[config.mk]
export PLATFORM = sky130hd
export DESIGN_NAME = spi_master_arbiter
export DESIGN_NICKNAME = d
export VERILOG_FILES = /design/src/rtl/spi_master_arbiter.sv
export SDC_FILE = /design/constraint.sdc
export NUM_CORES = 1
export LEC_CHECK = 0
export CAP_MARGIN = 25
export CORE_AREA = 2 2 99 101
export CTS_CLUSTER_DIAMETER = 80
export DETAILED_ROUTE_END_ITERATION = 6
export DIE_AREA = 0 0 101 103
export MAX_ROUTING_LAYER = met4
export PLACE_DENSITY = 0.8
export SLEW_MARGIN = 20
export SYNTH_ARGS = -nofsm -noshare
export SYNTH_HDL_FRONTEND = slang
export SYNTH_SLANG_ARGS = --single-unit
[constraint.sdc]
create_clock -name clk -period 2.7 [get_ports clk]
set_clock_uncertainty 0.2 [all_clocks]
set_input_delay 0.675 -clock clk [delete_from_list [all_inputs] [get_ports clk]]
set_output_delay 0.675 -clock clk [all_outputs]
set_load 0.1 [all_outputs]
[src/rtl/spi_master_arbiter.sv]
// Round-robin arbiter that shares one SPI master among NUM_REQ requesters.
// Latches the winner's descriptor, issues one start pulse, returns rx data or a timeout.
module spi_master_arbiter #(
  parameter int NUM_REQ    = 4,
  parameter int NUM_SLAVES = 4,
  parameter int DATA_WIDTH = 8,
  parameter int TIMEOUT    = 65535
) (
  input  logic                                     clk,
  input  logic                                     rst,
  input  logic [NUM_REQ-1:0]                       req,
  input  logic [NUM_REQ*DATA_WIDTH-1:0]            req_tx_data,
  input  logic [NUM_REQ*$clog2(NUM_SLAVES)-1:0]    req_slave_sel,
  input  logic [NUM_REQ-1:0]                       req_cpol,
  input  logic [NUM_REQ-1:0]                       req_cpha,
  input  logic [NUM_REQ*16-1:0]                    req_clk_div,
  output logic [NUM_REQ-1:0]                       gnt,
  output logic [NUM_REQ-1:0]                       done,
  output logic [NUM_REQ-1:0]                       err,
  output logic [DATA_WIDTH-1:0]                    rx_data,
  output logic                                     busy,
  output logic [DATA_WIDTH-1:0]                    m_tx_data,
  output logic [$clog2(NUM_SLAVES)-1:0]            m_slave_sel,
  output logic                                     m_cpol,
  output logic                                     m_cpha,
  output logic [15:0]                              m_clk_div,
  output logic                                     m_start,
  input  logic [DATA_WIDTH-1:0]                    m_rx_data,
  input  logic                                     m_done,
  input  logic                                     m_busy
);

  localparam int SW = $clog2(NUM_SLAVES);
  localparam int IW = (NUM_REQ > 1) ? $clog2(NUM_REQ) : 1;
  localparam int CW = $clog2(TIMEOUT + 1);
  localparam logic [CW-1:0] CNT_MAX = CW'(TIMEOUT - 1);
  localparam logic [IW-1:0] LAST    = IW'(NUM_REQ - 1);

  typedef enum logic [1:0] {S_IDLE, S_START, S_WAIT} state_t;

  state_t                r_state, w_state_nxt;
  logic [IW-1:0]         r_rr, w_rr_nxt;
  logic [IW-1:0]         r_owner, w_owner_nxt;
  logic [CW-1:0]         r_cnt, w_cnt_nxt;
  logic [NUM_REQ-1:0]    r_gnt, w_gnt_nxt;
  logic [NUM_REQ-1:0]    r_done, w_done_nxt;
  logic [NUM_REQ-1:0]    r_err, w_err_nxt;
  logic [DATA_WIDTH-1:0] r_rx, w_rx_nxt;
  logic                  r_busy, w_busy_nxt;
  logic                  r_start, w_start_nxt;
  logic [DATA_WIDTH-1:0] r_tx, w_tx_nxt;
  logic [SW-1:0]         r_sel, w_sel_nxt;
  logic                  r_cpol, w_cpol_nxt;
  logic                  r_cpha, w_cpha_nxt;
  logic [15:0]           r_div, w_div_nxt;

  logic                  w_found;
  logic [IW-1:0]         w_win;
  logic [IW-1:0]         w_rr_inc;

  // First requesting index at or above the round-robin pointer, wrapping.
  always_comb begin
    w_found = 1'b0;
    w_win   = '0;
    for (int k = 0; k < NUM_REQ; k++) begin
      if (!w_found && req[(int'(r_rr) + k) % NUM_REQ]) begin
        w_found = 1'b1;
        w_win   = IW'((int'(r_rr) + k) % NUM_REQ);
      end
    end
  end

  assign w_rr_inc = (r_owner == LAST) ? '0 : r_owner + IW'(1);

  always_comb begin
    w_state_nxt = r_state;
    w_rr_nxt    = r_rr;
    w_owner_nxt = r_owner;
    w_cnt_nxt   = r_cnt;
    w_gnt_nxt   = r_gnt;
    w_done_nxt  = '0;
    w_err_nxt   = '0;
    w_rx_nxt    = r_rx;
    w_busy_nxt  = r_busy;
    w_start_nxt = 1'b0;
    w_tx_nxt    = r_tx;
    w_sel_nxt   = r_sel;
    w_cpol_nxt  = r_cpol;
    w_cpha_nxt  = r_cpha;
    w_div_nxt   = r_div;
    unique case (r_state)
      S_IDLE: begin
        if (w_found && !m_busy) begin
          w_state_nxt = S_START;
          w_owner_nxt = w_win;
          w_gnt_nxt   = NUM_REQ'(1) << w_win;
          w_busy_nxt  = 1'b1;
          w_start_nxt = 1'b1;
          w_tx_nxt    = req_tx_data[int'(w_win)*DATA_WIDTH +: DATA_WIDTH];
          w_sel_nxt   = req_slave_sel[int'(w_win)*SW +: SW];
          w_cpol_nxt  = req_cpol[w_win];
          w_cpha_nxt  = req_cpha[w_win];
          w_div_nxt   = req_clk_div[int'(w_win)*16 +: 16];
        end
      end
      S_START: begin
        w_state_nxt = S_WAIT;
        w_cnt_nxt   = '0;
      end
      S_WAIT: begin
        // Completion takes priority over a watchdog expiring on the same cycle.
        if (m_done) begin
          w_rx_nxt    = m_rx_data;
          w_done_nxt  = r_gnt;
          w_gnt_nxt   = '0;
          w_busy_nxt  = 1'b0;
          w_rr_nxt    = w_rr_inc;
          w_state_nxt = S_IDLE;
        end else if (r_cnt == CNT_MAX) begin
          w_err_nxt   = r_gnt;
          w_gnt_nxt   = '0;
          w_busy_nxt  = 1'b0;
          w_rr_nxt    = w_rr_inc;
          w_state_nxt = S_IDLE;
        end else begin
          w_cnt_nxt = r_cnt + CW'(1);
        end
      end
      default: w_state_nxt = S_IDLE;
    endcase
  end

  always_ff @(posedge clk) begin
    if (rst) begin
      r_state <= S_IDLE;
      r_rr    <= '0;
      r_owner <= '0;
      r_cnt   <= '0;
      r_gnt   <= '0;
      r_done  <= '0;
      r_err   <= '0;
      r_rx    <= '0;
      r_busy  <= 1'b0;
      r_start <= 1'b0;
      r_tx    <= '0;
      r_sel   <= '0;
      r_cpol  <= 1'b0;
      r_cpha  <= 1'b0;
      r_div   <= '0;
    end else begin
      r_state <= w_state_nxt;
      r_rr    <= w_rr_nxt;
      r_owner <= w_owner_nxt;
      r_cnt   <= w_cnt_nxt;
      r_gnt   <= w_gnt_nxt;
      r_done  <= w_done_nxt;
      r_err   <= w_err_nxt;
      r_rx    <= w_rx_nxt;
      r_busy  <= w_busy_nxt;
      r_start <= w_start_nxt;
      r_tx    <= w_tx_nxt;
      r_sel   <= w_sel_nxt;
      r_cpol  <= w_cpol_nxt;
      r_cpha  <= w_cpha_nxt;
      r_div   <= w_div_nxt;
    end
  end

  assign gnt         = r_gnt;
  assign done        = r_done;
  assign err         = r_err;
  assign rx_data     = r_rx;
  assign busy        = r_busy;
  assign m_tx_data   = r_tx;
  assign m_slave_sel = r_sel;
  assign m_cpol      = r_cpol;
  assign m_cpha      = r_cpha;
  assign m_clk_div   = r_div;
  assign m_start     = r_start;

endmodule

==> results.yml <==
layout:
  nFillCells: 774
  diodes: 0
  drive_gt1_frac: 0.218
  final_nets: 769
  fin_cells: 756
  area_growth_pct: 57.3
global_routing:
  grt_pass1_wl_mm: 20.2
  grt_max_degree: 32
  grt_remaining_overflow: 0
  track_usage: 0.254
  grt_pass1_vias: 4362
  antenna_found_initial: 0
worst_setup_path:
  worst-endpoint-required_ns: 2.73
  cp-end-kind: "flip-flop"
  worst_path_largest_cell_delay_ns: 0.50
  setup.worst_path.start_class: "input port"
  crit_buf_inv: 2
  slowest_stage: "clkdlybuf4s50_1"
  critical-path-top-delay-family: "simple AND/OR/NAND/NOR gates"
  cp_cell_sequence: "clkdlybuf4s50_1, nor4_1, or4_4, or3_4, clkbuf_16, a211oi_2, a311oi_1"
  path_class: "in -> reg"
  cp.arrival_ns: 2.57
  cp_max_fo: 15
clocking:
  clkTransAtPathRegs_ns: 0.07
  cts_hold_buf: 0
  clockBufferDepth: 2
  post-cts-setup-buffers: 0
  clk_latency_ns: 0.35
  h-tree-depth: 3
  clock_sinks: 72
  tritoncts: "built"
  clockRootBuffer: "clkbuf_8"
  tritoncts.num_buffers: 9
  postCtsResizedCells: 0
floorplan:
  num_io_pins: 178
  rows: 36
  die-area_um2: 10400
  die_y_um: 103
  die_x_um: 101
  start_util: 0.404
  core_um2: 9460
timing:
  rsz0062_at_grt: "false"
  setup_viol: 0
  fmax_mhz: 394
  fin_setup_tns_ns: 0
  worst_pin_slew_ns: 0.539
  layout_setup_ws_ns: 0.162
  relSlewSlack: 0.637
  drv_slew: 0
  post-route-period-util: 0.940
  fin_crit_ns: 2.54
  finalHoldViolCount: 0
synthesis:
  yosysMostFrequentCell: "nand2_1"
  synth_cells: 453
  yosysWarnings: 0
  seq_area_frac_synth: 0.377
  synth_area_per_cell_um2: 8.44
  synth_top_area_frac: 0.377
  ys_ff_latch: 72
  synth_top_area_cell: "dfxtp_1"
  synth_common_cells: "nand2_1 (86), dfxtp_1 (72), and3_1 (34)"
  synth_ff_type: "dfxtp_1"
  async_reset_ff_frac: 0
  synth_edf_count: 0
  synth_cell_types: 53
  syn_area_um2: 3820
  synth_nets: 584
  synth_top_cells_by_area: "dfxtp_1 (38%), a211oi_2 (9.2%), nand2_1 (8.4%)"
detailed_routing:
  dr.pass1.iters: 5
  viasPerCell: 5.69
  drt-initial-drc-count: 250
  vias: 4302
  routed_wirelength_mm: 12.9
  wl_per_cell_um: 17.1
  drc_errors: 0
  ant_nets: 0
pwr:
  p_leak_nw: 2.45
  powerDensity_nw_per_um2: 510
  vdd_ir_drop_max_uv: 301
place:
  io_buffers: 177
  gp_congestion: 0.981
  dp_hpwl_mm: 9.71
  place_inst: 740
  pre_cts_slack_ns: -0.277
run:
  drv_cap: 0
hold_path:
  hp-class: "reg -> reg"
outcome:
  status: "finished clean"
-- layer usage --
metal	wire length (µm)	part of all wire	GRT usage	vias up
met2	6510	0.50	0.446	226
met1	4830	0.37	0.268	1996
met5	0	0	-	-
met4	488	0.038	0.127	0
met3	1090	0.084	0.0624	43
li1	-	-	-	2037
-- path summary, 6_finish.rpt --
path,from,end,slack (ns),depth (start not counted)
max,req[3],m_clk_div[3]$_SDFFE_PP0P_,0.16,7
max reg2reg,r_cnt[1]$_SDFFE_PP0P_,r_rr[0]$_SDFFE_PP0P_,0.33,7
min reg2reg,rx_data[3]$_SDFFE_PP0P_,rx_data[3]$_SDFFE_PP0P_,0.26,2
min,rx_data[3]$_SDFFE_PP0P_,rx_data[3]$_SDFFE_PP0P_,0.26,2
-- registers in the layout (all words and copies together) (netlist names), 2 cells and up --
| register | flops |
|---|---|
| done | 4 |
| rx_data | 8 |
| m_tx_data | 8 |
| err | 4 |
| gnt | 4 |
| r_cnt | 16 |
| r_rr | 2 |
| m_clk_div | 16 |
| r_state | 2 |
| m_slave_sel | 2 |
| r_owner | 2 |
-- cells by family after synthesis --
logic type      Yosys count  synth area share
simple gates            201             0.256
fa+ha+maj                 3           0.00982
buf+inv                  41            0.0507
flops                    72             0.377
mux                       3           0.00851
compound gates          127             0.284
xor+xnor                  6            0.0137
-- where the power goes --
group          total (mW)  switching (mW)  internal (mW)  leakage (nW)
clock network       0.888           0.393          0.494         0.108
logic                1.02           0.646          0.376          1.75
registers            1.16          0.0393           1.12         0.588
total                3.07            1.08           1.99          2.45
-- tightest hold or removal path, delay by kind of cell, from the launching register on --
| family | cells | cell delay, ns |
|---|---|---|
| AOI/OAI and AO/OA | 1 | 0.05 |
| DFF | 1 | 0.31 |
| and+or+nand+nor | 1 | 0.05 |
-- cell type report --
cell class / count / area [µm²] / share of cell area
Clock buffer: 12 / 165 / 0.0275
Clock inverter: 3 / 40.0 / 0.00666
Inverter: 4 / 15.0 / 0.00250
Multi-Input combinational cell: 340 / 2210 / 0.367
Sequential cell: 72 / 1440 / 0.240
Tap cell: 114 / 143 / 0.0237
Timing Repair Buffer: 211 / 2000 / 0.333
-- placed cells by master (no fill, tap or decap), types with 7 or more instances in the layout --
cell / netlist / routed
clkdlybuf4s50_1: 0 / 126
nand2_1: 86 / 85
buf_4: 0 / 76
a311oi_1: 28 / 28
buf_12: 0 / 7
o21bai_1: 28 / 28
dfxtp_1: 72 / 72
nor2_1: 25 / 25
nand3_1: 15 / 15
a21oi_1: 19 / 19
a211oi_2: 28 / 28
clkbuf_8: 0 / 12
and3_1: 34 / 34
-- metrics by stage --
stage                     hold slack [ns]  power (mW)   util  cell area, µm²
after floorplan                     0.240        1.79      -            3820
after global placement              0.246        2.19  0.611            5780
after detailed placement            0.252        2.20  0.611            5780
after CTS                           0.263        3.07  0.633            5990
after global routing                0.291        3.17  0.636            6010
final                               0.259        3.07  0.636            6010
(Power assumes the default switching activity.)
